$ cat config.mk
export PLATFORM = sky130hd
export DESIGN_NAME = gpu_lmem_resp
export DESIGN_NICKNAME = d
export VERILOG_FILES = /design/src/rtl/gpu_lmem_pkg.sv /design/src/rtl/gpu_lmem_lane.sv /design/src/rtl/gpu_lmem_resp.sv
export SDC_FILE = /design/constraint.sdc
export NUM_CORES = 1
export LEC_CHECK = 0
export CORE_ASPECT_RATIO = 0.9
export CORE_MARGIN = 2
export CORE_UTILIZATION = 46
export CTS_CLUSTER_SIZE = 8
export DETAILED_ROUTE_END_ITERATION = 12
export PLACE_DENSITY = 0.86
export SLEW_MARGIN = 40
export SYNTH_ARGS = -nofsm -noshare
export SYNTH_HDL_FRONTEND = slang
export SYNTH_SLANG_ARGS = --single-unit
$ cat constraint.sdc
create_clock -name clk -period 3.1 [get_ports clk]
set_input_delay 0.62 -clock clk [delete_from_list [all_inputs] [get_ports clk]]
set_output_delay 0.62 -clock clk [all_outputs]
set_load 0.03 [all_outputs]
$ cat src/rtl/gpu_lmem_pkg.sv
// Shared encodings and constants for the GPU/DSP local-memory responder.
package gpu_lmem_pkg;

  localparam int unsigned ADDR_W = 24;
  localparam int unsigned DATA_W = 32;
  localparam int unsigned BE_W   = 4;

  localparam logic [1:0] MSIZE_BYTE = 2'b00;
  localparam logic [1:0] MSIZE_WORD = 2'b01;
  localparam logic [1:0] MSIZE_LONG = 2'b10;

  localparam logic [ADDR_W-1:0] GPU_LMEM_BASE = 24'hF03000;
  localparam logic [ADDR_W-1:0] DSP_LMEM_BASE = 24'hF1B000;

  typedef enum logic [1:0] {
    IDLE  = 2'd0,
    ISSUE = 2'd1,
    WAIT  = 2'd2,
    ACK   = 2'd3
  } lmem_state_e;

endpackage

$ cat src/rtl/gpu_lmem_lane.sv
// Big-endian lane logic: write replication / byte enables and read lane extraction.
module gpu_lmem_lane
  import gpu_lmem_pkg::*;
(
  input  logic [1:0]        size_i,
  input  logic [1:0]        lane_i,
  input  logic [DATA_W-1:0] wdata_i,
  input  logic [DATA_W-1:0] rdata_i,
  output logic [DATA_W-1:0] wdata_c,
  output logic [BE_W-1:0]   be_c,
  output logic [DATA_W-1:0] rdata_c
);

  // Lane 0 is the most significant byte; size 11 falls through as a long.
  always_comb begin
    wdata_c = wdata_i;
    be_c    = 4'b1111;
    rdata_c = rdata_i;
    case (size_i)
      MSIZE_BYTE: begin
        wdata_c = {4{wdata_i[7:0]}};
        be_c    = 4'b1000 >> lane_i;
        case (lane_i)
          2'd0:    rdata_c = {24'h0, rdata_i[31:24]};
          2'd1:    rdata_c = {24'h0, rdata_i[23:16]};
          2'd2:    rdata_c = {24'h0, rdata_i[15:8]};
          default: rdata_c = {24'h0, rdata_i[7:0]};
        endcase
      end
      MSIZE_WORD: begin
        wdata_c = {2{wdata_i[15:0]}};
        be_c    = lane_i[1] ? 4'b0011 : 4'b1100;
        rdata_c = lane_i[1] ? {16'h0, rdata_i[15:0]} : {16'h0, rdata_i[31:16]};
      end
      default: ;
    endcase
  end

endmodule

$ cat src/rtl/gpu_lmem_resp.sv
// Program/data request responder for the local SRAM; registered 4-state access FSM.
// Define LMEM_EXTSEL_EN to enable the address-window compare and ext_sel handoff.
module gpu_lmem_resp
  import gpu_lmem_pkg::*;
#(
  parameter logic [23:0] LMEM_BASE = GPU_LMEM_BASE,
  parameter int unsigned AW        = 10
) (
  input  logic          clk,
  input  logic          reset_n,
  input  logic          progreq,
  input  logic [21:0]   progaddr,
  output logic          progack,
  output logic [31:0]   prog_rdata,
  input  logic          datreq,
  input  logic [23:0]   dataddr,
  input  logic          datwe,
  input  logic [1:0]    msize,
  input  logic [31:0]   dat_wdata,
  output logic          datack,
  output logic [31:0]   dat_rdata,
  output logic          ext_sel,
  output logic [AW-1:0] ram_addr,
  output logic [31:0]   ram_wdata,
  output logic [3:0]    ram_be,
  output logic          ram_we,
  output logic          ram_re,
  input  logic [31:0]   ram_rdata
);

  lmem_state_e state_q, state_d;
  logic        last_dat_q, last_dat_d;
  logic        is_dat_q, is_dat_d;
  logic        we_q, we_d;
  logic [1:0]  size_q, size_d;
  logic [1:0]  lane_q, lane_d;

  logic          progack_q, progack_d, datack_q, datack_d;
  logic [31:0]   prog_rdata_q, prog_rdata_d, dat_rdata_q, dat_rdata_d;
  logic [AW-1:0] ram_addr_q, ram_addr_d;
  logic [31:0]   ram_wdata_q, ram_wdata_d;
  logic [3:0]    ram_be_q, ram_be_d;
  logic          ram_we_q, ram_we_d, ram_re_q, ram_re_d;

  logic [23:0] prog_byte_addr, prog_off, dat_off;
  logic        prog_ok, dat_ok, grant_dat;
  logic [1:0]  lane_size, lane_idx;
  logic [31:0] lane_wdata, lane_rdata;
  logic [3:0]  lane_be;

  assign prog_byte_addr = {progaddr, 2'b00};
  assign prog_off       = prog_byte_addr - LMEM_BASE;
  assign dat_off        = dataddr - LMEM_BASE;

`ifdef LMEM_EXTSEL_EN
  logic prog_in, dat_in, ext_sel_q, ext_sel_d;

  assign prog_in   = (prog_byte_addr[23:AW+2] == LMEM_BASE[23:AW+2]);
  assign dat_in    = (dataddr[23:AW+2] == LMEM_BASE[23:AW+2]);
  assign prog_ok   = progreq & prog_in;
  assign dat_ok    = datreq & dat_in;
  assign ext_sel_d = (progreq & ~prog_in) | (datreq & ~dat_in);

  // Out-of-window requests are flagged for the external responder, one cycle late.
  always_ff @(posedge clk or negedge reset_n) begin
    if (!reset_n) ext_sel_q <= 1'b0;
    else          ext_sel_q <= ext_sel_d;
  end
  assign ext_sel = ext_sel_q;
`else
  assign prog_ok = progreq;
  assign dat_ok  = datreq;
  assign ext_sel = 1'b0;
`endif

  // Data wins a tie unless it also won the previous grant.
  assign grant_dat = dat_ok & (~prog_ok | ~last_dat_q);

  // In IDLE the lane logic sees the incoming request; afterwards the latched one.
  always_comb begin
    if (state_q == IDLE) begin
      lane_size = grant_dat ? msize : MSIZE_LONG;
      lane_idx  = grant_dat ? dataddr[1:0] : 2'b00;
    end else begin
      lane_size = size_q;
      lane_idx  = lane_q;
    end
  end

  gpu_lmem_lane u_lane (
    .size_i  (lane_size),
    .lane_i  (lane_idx),
    .wdata_i (dat_wdata),
    .rdata_i (ram_rdata),
    .wdata_c (lane_wdata),
    .be_c    (lane_be),
    .rdata_c (lane_rdata)
  );

  always_comb begin
    state_d      = state_q;
    last_dat_d   = last_dat_q;
    is_dat_d     = is_dat_q;
    we_d         = we_q;
    size_d       = size_q;
    lane_d       = lane_q;
    progack_d    = 1'b0;
    datack_d     = 1'b0;
    prog_rdata_d = prog_rdata_q;
    dat_rdata_d  = dat_rdata_q;
    ram_addr_d   = '0;
    ram_wdata_d  = '0;
    ram_be_d     = '0;
    ram_we_d     = 1'b0;
    ram_re_d     = 1'b0;
    case (state_q)
      IDLE: begin
        if (prog_ok | dat_ok) begin
          state_d    = ISSUE;
          is_dat_d   = grant_dat;
          last_dat_d = grant_dat;
          we_d       = grant_dat & datwe;
          size_d     = lane_size;
          lane_d     = lane_idx;
          ram_addr_d = AW'((grant_dat ? dat_off : prog_off) >> 2);
          if (grant_dat & datwe) begin
            ram_we_d    = 1'b1;
            ram_wdata_d = lane_wdata;
            ram_be_d    = lane_be;
          end else begin
            ram_re_d = 1'b1;
          end
        end
      end
      ISSUE: begin
        if (we_q) begin
          state_d  = ACK;
          datack_d = 1'b1;
        end else begin
          state_d = WAIT;
        end
      end
      WAIT: begin
        state_d = ACK;
        if (is_dat_q) begin
          datack_d    = 1'b1;
          dat_rdata_d = lane_rdata;
        end else begin
          progack_d    = 1'b1;
          prog_rdata_d = lane_rdata;
        end
      end
      ACK:     state_d = IDLE;
      default: state_d = IDLE;
    endcase
  end

  always_ff @(posedge clk or negedge reset_n) begin
    if (!reset_n) begin
      state_q      <= IDLE;
      last_dat_q   <= 1'b0;
      is_dat_q     <= 1'b0;
      we_q         <= 1'b0;
      size_q       <= 2'b00;
      lane_q       <= 2'b00;
      progack_q    <= 1'b0;
      datack_q     <= 1'b0;
      prog_rdata_q <= '0;
      dat_rdata_q  <= '0;
      ram_addr_q   <= '0;
      ram_wdata_q  <= '0;
      ram_be_q     <= '0;
      ram_we_q     <= 1'b0;
      ram_re_q     <= 1'b0;
    end else begin
      state_q      <= state_d;
      last_dat_q   <= last_dat_d;
      is_dat_q     <= is_dat_d;
      we_q         <= we_d;
      size_q       <= size_d;
      lane_q       <= lane_d;
      progack_q    <= progack_d;
      datack_q     <= datack_d;
      prog_rdata_q <= prog_rdata_d;
      dat_rdata_q  <= dat_rdata_d;
      ram_addr_q   <= ram_addr_d;
      ram_wdata_q  <= ram_wdata_d;
      ram_be_q     <= ram_be_d;
      ram_we_q     <= ram_we_d;
      ram_re_q     <= ram_re_d;
    end
  end

  assign progack    = progack_q;
  assign datack     = datack_q;
  assign prog_rdata = prog_rdata_q;
  assign dat_rdata  = dat_rdata_q;
  assign ram_addr   = ram_addr_q;
  assign ram_wdata  = ram_wdata_q;
  assign ram_be     = ram_be_q;
  assign ram_we     = ram_we_q;
  assign ram_re     = ram_re_q;

endmodule

==> metrics.md, run 1 <==
| Metric | Value |
|---|---|
| H-tree depth | 4 |
| Syn Nets | about 670 |
| Main flop type after synthesis | dfrtp_1 |
| Final Hold Viols | 0 |
| Total Routing Usage GR | 26.89% |
| Sequential share of power | 28.2% |
| Total internal power | between 5 and 6 mW |
| RSZ-0062 raised after global routing | false |
| R2R Setup Slk | ~540 ps |
| Final Wtd Congestion | around 0.89 |
| Vias per inst | roughly 5.5 |
| Hold Buf Count CTS | 0 |
| Ys Warns | 0 |
| Layout cells sized above 1 | under 10% |
| Critical path type | flop to flop |
| Crit Path Max Fanout | 15 |
| Die ar. | between 10000 and 15000 sq um |
| Port Buf Inserts | 206 |
| Routed WL | ~17 mm |
| Core Region | about 12000 sq um |
| Most common cell in the netlist | dfrtp_1 |
| Fill count | 824 |
| Clock share of power | 24.4% |
| Vias in the first global route | between 5000 and 6000 |
| Sink Count | 122 |
| Net Sw Power | around 3.6 mW |
| DRC | 0 |
| Clk root buf | clkbuf_16 |
| Detailed Routing Iterations Pass 1 | 5 |
| Final-stage net count | 877 |
| Grt total ovfl | 0 |
| VDD IR max | ~0.76 mV |
| Starting DRT DRC Count | 513 |
| Max Clock Freq | a little under 0.4 GHz |
| Worst rel slew slack | about 57% |
| Top cell type's share of synthesized area | 55.87% |
| Synth top area cells | dfrtp_1 56%, nand2_1 8.0%, mux2i_1 4.2% |
| PwrDens | ~1000 nW/um^2 |
| WL/cell | around 18 microns |
| Final setup viols | 0 |
| Resize count post-CTS | 0 |
| Asr flop ratio synth | 100.0% |
| Max-capacitance violation count | 0 |
| Pin count of the biggest net entering global routing | 65 |
| Die Ht | roughly 110 microns |
| CP arrival | roughly 2800 ps |
| FF-to-FF Start | state_q[1]$_DFFE_PN0P_ |
| Tcrit/Tclk final | 82.68% |
| CTS Buf Count | 17 |
| Post-synth top cells | 122 x dfrtp_1, 117 x nand2_1, 43 x o21ai_1 |
| First-pass GRT wire length | approximately 27 mm |
| Antenna cells | 0 |
| Cells after DPL | slightly below 900 |
| Cell Area, Placed | around 7700 sq um |
| Post-route ant nets | 0 |
| FP Rows | 37 |
| Initial Utilization | between 40 and 50% |
| Mapped Cells | about 550 |
| Syn_area_per_cell | around 10 sq um |
| Clock latency on the worst-skew pair | around 400 ps |
| Area grow syn2layout | 52.46% |
| CTS tree | built |
| Cell Area, Synth | 5464 sq um |
| Yosys reg bits | approximately 120 |
| Power consumption | between 8 and 9 mW |
| Postcts setup bufs | 0 |
| Antenna violations before repair | 0 |
| Worst Setup End Kind | flop |
| Netlist cell types | 47 |
| Comb power frac | ~47% |
| I/O pins | between 200 and 250 |
| Post-Route Setup TNS | 0 ps |
| Fin crit period | approximately 2600 ps |
| Post-synth EDFFs | 0 |
| Final Core Density | approximately 72% |
| Design area | roughly 8300 sq um |
| Worst Skew | between 10 and 15 ps |
| Final non-filler cell total | between 900 and 1000 |
| Die Width | approximately 120 microns |
| DPL Wire Length | approximately 12 mm |
| Vias | about 5100 |
| Worst R2R Path Depth | 7 |
| Clock Pin Slew Worst Setup and Hold Paths | around 60 ps |
| Maximum root-to-sink buffer count | 2 |
| FF-to-FF End | dat_rdata[6]$_DFFE_PN0P_ |
| Worst Path Required | about 3400 ps |
| Critical path launch point type | flop |
| Slew @ Worst Pin | around 640 ps |
| Pleak | approximately 3.7 nW |
| Switching Share | 41.20% |
| Hold crit path type | input port to async pin |
| Slew Limit Fails | 0 |
| Status | finished clean |
| Cell taking the most area after synthesis | dfrtp_1 |
| Seq/Total Area, Yosys | between 50% and 60% |
## power groups by stage
stage	clock network (mW)	registers, mW	logic (mW)
finish	2.12	2.45	4.12
global route	2.21	2.50	4.39
CTS	2.13	2.45	4.11
detailed placement	0	2.46	4.07
global placement	0	2.43	3.95
floorplan	0	3.36	1.53
## registers in the layout, summed over array words and instances (netlist names)
name and flops:
dat_rdata 32, datack 1, ram_addr 10, lane_q 2, ram_re 1, size_q 2
is_dat_q 1, progack 1, ram_we 1, we_q 1, state_q 2, ram_wdata 32
prog_rdata 32, ram_be 4
## routing by layer
metal  GRT usage (%)  wire length [microns]  up-vias
met1           35.82                   7142     2458
li1                -                      -     2335
met2           44.38                   8374      245
met4           9.949                    400        0
met5               0                      0        -
met3           4.714                   1037       29
## how the worst max path moves through the flow
stage / from / to / slack [ps] / cells after the start
after CTS: state_q[1]$_DFFE_PN0P_ / dat_rdata[6]$_DFFE_PN0P_ / 610 / 7
after floorplan: state_q[0]$_DFFE_PN0P_ / prog_rdata[6]$_DFFE_PN0P_ / 1060 / 8
after detailed placement: datreq / dat_rdata[8]$_DFFE_PN0P_ / 260 / 6
after global placement: datreq / dat_rdata[6]$_DFFE_PN0P_ / 350 / 6
after global routing: state_q[0]$_DFFE_PN0P_ / dat_rdata[6]$_DFFE_PN0P_ / 270 / 7
final: state_q[1]$_DFFE_PN0P_ / dat_rdata[6]$_DFFE_PN0P_ / 540 / 7
## kinds of logic (layout without fill, tap and decap cells)
group,count (synthesis),count (layout),synth area share [%]
buf+inv,44,265,3.755
simple gates,197,197,15.94
compound gates,152,152,18.02
other cells,1,1,0.06863
mux,30,30,5.656
flops,122,122,55.87
fa+ha+maj,3,3,0.6870
## worst max-delay path, cell delays in order (launching register included)
cell and delay, ps:
dfrtp_1 400, inv_1 120, ha_1 520, nor3_1 150, a31oi_2 530, a211oi_1 120
a2111oi_0 470, nor3_1 110
## cell usage in the layout, fill, tap and decap left out, types with 3 or more instances in the layout
cell and n:
a2111o_1 7, mux2i_1 23, nor2_1 26, buf_4 15
a22oi_1 8, inv_6 3, a211oi_1 9, nand2_1 116
inv_1 10, clkbuf_16 17, a21oi_1 23, mux2_2 7
a31oi_1 16, nor2b_1 15, ha_1 3, a2111oi_0 4
dfrtp_1 122, o21ai_0 25, o21ai_1 43, and2_1 10
a31oi_2 3, bufinv_16 4, clkdlybuf4s50_1 205, or3_1 14
nor3_1 6, clkinv_4 3
## stage by stage
stage | hold slack [ps] | setup slack, ps
floorplan | 324.4 | 1057
global placement | 462.7 | 350.9
detailed placement | 475.3 | 264.9
CTS | 353.2 | 608.8
global route | 245.6 | 266.6
finish | 200.7 | 537.0
## cell type report
class | instances | area [sq um] | area share, %
well taps | 156 | 195.2 | 2.343
inverters | 11 | 41.29 | 0.4956
clock buffers | 20 | 446.7 | 5.362
multi-input cells | 383 | 2211 | 26.54
repair buffers | 222 | 2196 | 26.36
clock inverters | 12 | 187.7 | 2.253
flip-flops and latches | 122 | 3053 | 36.65
Note: power is estimated with default switching activity, not from simulation.
==> run 2: changes to the inputs <==
--- a/config.mk
+++ b/config.mk
@@ -7,10 +7,10 @@
 export LEC_CHECK = 0
 export CORE_ASPECT_RATIO = 0.9
 export CORE_MARGIN = 2
-export CORE_UTILIZATION = 46
+export CORE_UTILIZATION = 43
 export CTS_CLUSTER_SIZE = 8
 export DETAILED_ROUTE_END_ITERATION = 12
-export PLACE_DENSITY = 0.86
+export PLACE_DENSITY = 0.81
 export SLEW_MARGIN = 40
 export SYNTH_ARGS = -nofsm -noshare
 export SYNTH_HDL_FRONTEND = slang
==> constraint.sdc (replaced) <==
create_clock -name clk -period 2.55 [get_ports clk]
set_input_delay 0.51 -clock clk [delete_from_list [all_inputs] [get_ports clk]]
set_output_delay 0.51 -clock clk [all_outputs]
set_load 0.03 [all_outputs]
==> run 2 against run 1 <==
  * Flip-flop and latch count did not move
  * Setup slack lost 270 ps
  * Combinational power up 22%
  * Via count shrank 0.55%
  * Design area barely moved
  * Clock power increased by 4%
  * Clock skew is 5.0 ps lower
  * Fmax rose by 13%
  * Largest power group unchanged
  * Highest routed layer unchanged
==> metrics.md, run 2 (synthesized netlist as in run 1, its figures left out) <==
| Metric | Value |
|---|---|
| Status | finished clean |
| Vias in the first global route | 4968 (-2.8%) |
| I/O pins | 232 (unchanged) |
| Antenna cells | 0 (unchanged) |
| Antenna violations before repair | 0 (unchanged) |
| Clock share of power | 21.7% (-2.7 points) |
| Slew Limit Fails | 0 (unchanged) |
| CP arrival | 2600 ps (-230 ps) |
| Starting DRT DRC Count | 348 (-32%) |
| Hold crit path type | input port to async pin |
| Most frequent cells in the layout | 205 x clkdlybuf4s50_1, 122 x dfrtp_1, 116 x nand2_1 |
| Max Clock Freq | 0.4389 GHz (+13%) |
| Post-route ant nets | 0 (unchanged) |
| First-pass GRT wire length | 25.68 mm (-3.5%) |
| Initial Utilization | 43.57% (-3.8 points) |
| WL/cell | 17.35 microns (-5.2%) |
| Sink Count | 122 (unchanged) |
| Die ar. | 13630 sq um (+6.7%) |
| Maximum root-to-sink buffer count | 2 (unchanged) |
| Met2 usage | 37.83% (-6.5 points) |
| Area grow syn2layout | 52.53% (about the same) |
| RSZ-0062 raised after global routing | false |
| Design area | 8334 sq um (about the same) |
| H-tree depth | 4 (unchanged) |
| CTS tree | built |
| Clock latency on the worst-skew pair | 410 ps (about the same) |
| Total Routing Usage GR | 24.69% (-2.2 points) |
| Final-stage net count | 884 (+0.80%) |
| Routed WL | 16.33 mm (-3.7%) |
| Final setup viols | 0 (unchanged) |
| Worst Skew | 5.796 ps (-5.025 ps) |
| Layout cells sized above 1 | 9.524% (+0.56 points) |
| DPL Wire Length | 11.92 mm (-1.3%) |
| PwrDens | 1225 nW/um^2 (+17%) |
| Crit Path Max Fanout | 15 (unchanged) |
| Worst Path Required | 2870 ps (-490 ps) |
| Routing usage on met1 | 32.87% (-3.0 points) |
| Met3 Resource Use GR | 5.298% (+0.58 points) |
| Critical path launch point type | flop |
| Clk root buf | clkbuf_16 |
| Hold_ws | 117.0 ps (-83.63 ps) |
| Max-capacitance violation count | 0 (unchanged) |
| Core Region | 12540 sq um (+8.8%) |
| Postcts setup bufs | 0 (unchanged) |
| PnR worst setup slack | 271.8 ps (-265.2 ps) |
| Final Wtd Congestion | 0.8761 (-1.3%) |
| Detailed Routing Iterations Pass 1 | 5 (unchanged) |
| Tcrit/Tclk final | 89.34% (+6.7 points) |
| Die Ht | 110.9 microns (+3.3%) |
| Total internal power | 6.016 mW (+18%) |
| Worst Setup End Kind | flop |
| Cell Area, Placed | 7780 sq um (+1.1%) |
| Clock Pin Slew Worst Setup and Hold Paths | 50 ps (about the same) |
| Comb power frac | 49.1% (+1.7 points) |
| Dpl ws | -63.28 ps (-328.2 ps) |
| Final Hold Viols | 0 (unchanged) |
| Grt total ovfl | 0 (unchanged) |
| Worst rel slew slack | 59.02% (+2.2 points) |
| Pin count of the biggest net entering global routing | 63 (-3.1%) |
| VDD IR max | 0.6526 mV (-14%) |
| CTS Buf Count | 17 (unchanged) |
| Most used routing layer | met2 |
| Slew @ Worst Pin | 612.4 ps (-32.51 ps) |
| FP Rows | 39 (+5.4%) |
| Die Width | 122.8 microns (+3.3%) |
| Fin crit period | 2278 ps (-284.8 ps) |
| Post-Route Setup TNS | 0 ps (unchanged) |
| Vias | 5039 (-0.55%) |
| Vias per inst | 5.355 (-2.1%) |
| Port Buf Inserts | 206 (unchanged) |
| Commonest non-fill, non-tap cell in the layout | clkdlybuf4s50_1 |
| Critical path type | flop to flop |
| DRC | 0 (unchanged) |
| Net Sw Power | 4.191 mW (+17%) |
| Sequential share of power | 29.2% (+1.0 points) |
| Switching Share | 41.06% (-0.14 points) |
| Pleak | 3.696 nW (+0.31%) |
[run 2: changes by cell type in the layout (fill, tap and decap cells not counted), sizes merged]
cell / before / now
clkinv: 3 / 5
bufinv: 4 / 1
clkbuf: 20 / 25
buf: 17 / 24
clkinvlp: 2 / 1
inv: 14 / 11
[run 2: layout make-up]
cell class,instances,area (sq um)
repair buffers,229,2270
clock inverters,7,66.31
multi-input cells,383,2213
fillers,976,4207
inverters,11,41.29
well taps,164,205.2
flip-flops and latches,122,3053
clock buffers,25,485.5
[run 2: critical path, cell delays in order (launching register included)]
cell	delay, ps
dfrtp_1	410
inv_1	120
ha_2	350
nand2_1	140
o21a_1	230
buf_12	160
mux2i_1	120
a2111o_1	460
a31oi_1	210
[run 2: power by group through the flow]
| stage | combinational, mW | clock, mW | sequential, mW |
|---|---|---|---|
| floorplan | 1.86 | 0 | 4.09 |
| finish | 5.01 | 2.21 | 2.98 |
| detailed placement | 4.98 | 0 | 3.00 |
| global placement | 4.87 | 0 | 2.97 |
| CTS | 5.02 | 2.25 | 2.98 |
| global route | 5.38 | 2.35 | 3.05 |
[run 2: routing by layer]
| layer | vias to the layer above | wire length [microns] |
|---|---|---|
| met3 | 46 | 854 |
| met4 | 0 | 633 |
| li1 | 2354 | - |
| met1 | 2423 | 7050 |
| met5 | - | 0 |
| met2 | 216 | 7789 |
[run 2: through the flow]
stage | total power, mW | util (%) | std cells
final | 10.21 | 66.46 | 941
after global routing | 10.78 | 66.46 | 941
after CTS | 10.25 | 66.44 | 941
after detailed placement | 7.985 | 62.04 | 909
after global placement | 7.840 | 62.04 | 909
after floorplan | 5.949 | - | 549
[run 2: repair_timing]
| action | 4_1_cts | 5_1_grt |
|---|---|---|
| hold buffers | 0 | 0 |
| endpoints found under the setup margin | 0 | 9 |
| gates resized for setup | 0 | 1 |
[run 2: path summary, 6_finish.rpt]
path                                      startpoint                         to  slack, ps  cells after the start
setup / recovery              state_q[0]$_DFFE_PN0P_  prog_rdata[0]$_DFFE_PN0P_        270                      8
hold reg to reg            dat_rdata[18]$_DFFE_PN0P_  dat_rdata[18]$_DFFE_PN0P_        480                      2
hold / removal                               reset_n  prog_rdata[3]$_DFFE_PN0P_        120                      1
setup reg to reg              state_q[0]$_DFFE_PN0P_  prog_rdata[0]$_DFFE_PN0P_        270                      8
min in group clk           dat_rdata[18]$_DFFE_PN0P_  dat_rdata[18]$_DFFE_PN0P_        480                      2
max in group asynchronous                    reset_n  dat_rdata[21]$_DFFE_PN0P_       1710                      2
==> run 3: changes to the inputs <==
--- a/config.mk
+++ b/config.mk
@@ -10,6 +10,7 @@
 export CORE_UTILIZATION = 43
 export CTS_CLUSTER_SIZE = 8
 export DETAILED_ROUTE_END_ITERATION = 12
+export GPL_ROUTABILITY_DRIVEN = 1
 export PLACE_DENSITY = 0.81
 export SLEW_MARGIN = 40
 export SYNTH_ARGS = -nofsm -noshare
==> constraint.sdc (replaced) <==
create_clock -name clk -period 2.55 [get_ports clk]
set_input_delay 0.3825 -clock clk [delete_from_list [all_inputs] [get_ports clk]]
set_output_delay 0.3825 -clock clk [all_outputs]
set_load 0.03 [all_outputs]
==> run 3 against run 2 <==
  * Via count is 1.9% higher
  * Die area stayed put
  * Fmax is 3.2% lower
  * Clock power is 4% higher
  * Combinational power is 1% higher
  * Clock skew is 0.77 ps higher
  * Non-clock buffer count stayed put
  * Count of clock-buffer cells in the layout stayed put
  * Worst hold slack worse by 110 ps
  * Power is 1.4% higher
  * Design area is 0.18% higher
  * Largest cell class unchanged
  * Largest power group unchanged
==> metrics.md, run 3 (synthesized netlist as in run 1, its figures left out) <==
| Metric | Value |
|---|---|
| Status | finished clean |
| Worst Path Required | 2810 ps (-60 ps) |
| Tcrit/Tclk final | 92.26% (+2.9 points) |
| Post-route ant nets | 0 (unchanged) |
| DPL Wire Length | 12.73 mm (+6.8%) |
| Critical path type | flop to flop |
| Sink Count | 122 (unchanged) |
| Antenna violations before repair | 0 (unchanged) |
| Worst rel slew slack | 46.43% (-13 points) |
| Resize count post-CTS | 0 (unchanged) |
| Detailed Routing Iterations Pass 1 | 5 (unchanged) |
| Slew @ Worst Pin | 798.3 ps (+185.9 ps) |
| Layout cells sized above 1 | 9.395% (-0.13 points) |
| Vias in the first global route | 5088 (+2.4%) |
| Antenna cells | 0 (unchanged) |
| VDD IR max | 0.7340 mV (+12%) |
| Final non-filler cell total | 941 (unchanged) |
| Vias per inst | 5.456 (+1.9%) |
| Routed WL | 17.13 mm (+4.9%) |
| Final-stage net count | 884 (unchanged) |
| Grt total ovfl | 0 (unchanged) |
| Starting DRT DRC Count | 430 (+24%) |
| Worst Skew | 6.565 ps (+0.7690 ps) |
| Cells after DPL | 909 (unchanged) |
| Max-capacitance violation count | 0 (unchanged) |
| Die ar. | 13630 sq um (unchanged) |
| Cell Area, Placed | 7780 sq um (unchanged) |
| Worst Setup End Kind | flop |
| PwrDens | 1239 nW/um^2 (+1.2%) |
| Maximum root-to-sink buffer count | 2 (unchanged) |
| Die Width | 122.8 microns (unchanged) |
| Design area | 8349 sq um (+0.18%) |
| First-pass GRT wire length | 26.70 mm (+4.0%) |
| Clk root buf | clkbuf_16 |
| Fin crit period | 2353 ps (+74.37 ps) |
| Pin count of the biggest net entering global routing | 51 (-19%) |
| CP arrival | 2620 ps (+20 ps) |
| FP Rows | 39 (unchanged) |
| Commonest non-fill, non-tap cell in the layout | clkdlybuf4s50_1 |
| Total Routing Usage GR | 25.73% (+1.0 points) |
| CTS Buf Count | 17 (unchanged) |
| Vias | 5134 (+1.9%) |
| Final Wtd Congestion | 0.9121 (+4.1%) |
| Max Clock Freq | 0.4251 GHz (-3.2%) |
| Clock latency on the worst-skew pair | 410 ps (about the same) |
| Hold crit path type | input port to async pin |
| H-tree depth | 4 (unchanged) |
| Critical path launch point type | flop |
| Slew Limit Fails | 0 (unchanged) |
| Final setup viols | 0 (unchanged) |
| Most frequent cells in the layout | 205 x clkdlybuf4s50_1, 122 x dfrtp_1, 116 x nand2_1 |
| Die Ht | 110.9 microns (unchanged) |
| Area grow syn2layout | 52.81% |
| RSZ-0062 raised after global routing | false |
| Crit Path Max Fanout | 16 (+1) |
| I/O pins | 232 (unchanged) |
| CTS tree | built |
| Clock Pin Slew Worst Setup and Hold Paths | 50 ps (about the same) |
| DRC | 0 (unchanged) |
| Core Region | 12540 sq um (unchanged) |
| Post-Route Setup TNS | 0 ps (unchanged) |
| Port Buf Inserts | 206 (unchanged) |
| WL/cell | 18.20 microns (+4.9%) |
| Postcts setup bufs | 0 (unchanged) |
| Initial Utilization | 43.57% (unchanged) |
| Hold Buf Count CTS | 0 (unchanged) |
| Pleak | 3.699 nW (about the same) |
| Final Hold Viols | 0 (unchanged) |
-- run 3: worst paths after layout --
| kind | slack, ps | end | cells after the start | from |
|---|---|---|---|---|
| max | 200 | prog_rdata[12]$_DFFE_PN0P_ | 8 | state_q[1]$_DFFE_PN0P_ |
| min | 6 | progack$_DFF_PN0_ | 1 | reset_n |
| max reg2reg | 200 | prog_rdata[12]$_DFFE_PN0P_ | 8 | state_q[1]$_DFFE_PN0P_ |
| min reg2reg | 480 | prog_rdata[19]$_DFFE_PN0P_ | 2 | prog_rdata[19]$_DFFE_PN0P_ |
| max in group asynchronous | 1830 | prog_rdata[27]$_DFFE_PN0P_ | 2 | reset_n |
| min in group clk | 480 | prog_rdata[19]$_DFFE_PN0P_ | 2 | prog_rdata[19]$_DFFE_PN0P_ |
-- run 3: report_power, final --
group / switching (mW) / leakage (nW) / internal [mW]
Clock: 0.817 / 0.275 / 1.49
Sequential: 0.385 / 1.57 / 2.60
Combinational: 3.05 / 1.86 / 2.01
Total: 4.26 / 3.70 / 6.09
-- run 3: cell type report --
| type | instances | area, sq um |
|---|---|---|
| clock inverter | 7 | 91.34 |
| fill | 965 | 4192 |
| tap | 164 | 205.2 |
| inverter | 11 | 41.29 |
| sequential | 122 | 3053 |
| timing repair buffer | 229 | 2270 |
| clock buffer | 25 | 475.5 |
| multi-input combinational | 383 | 2213 |
-- run 3: worst max-delay path, cell delays in order (launching register included) --
cell and delay [ps]:
dfrtp_1 400, inv_1 130, ha_2 360, buf_4 250, a31o_2 350, o221ai_2 180
buf_4 200, a22oi_1 230, o21ai_1 100
-- run 3: metrics by stage --
stage / hold WS (ps) / power (mW) / utilization (%) / setup slack, ps
after global routing: 49.59 / 10.91 / 66.58 / 63.10
after global placement: 452.3 / 7.859 / 62.04 / -11.82
after detailed placement: 461.3 / 8.032 / 62.04 / -184.3
after CTS: 24.79 / 10.37 / 66.56 / 81.13
final: 6.202 / 10.35 / 66.58 / 197.4
after floorplan: 86.91 / 5.949 / - / 507.1
-- run 3: routing by layer --
layer / global-route usage [%] / routed length (microns) / up-vias
met5: 0 / 0 / -
met4: 10.04 / 446 / 0
met3: 5.864 / 1065 / 39
met2: 41.47 / 8425 / 224
met1: 33.51 / 7188 / 2516
li1: - / - / 2355
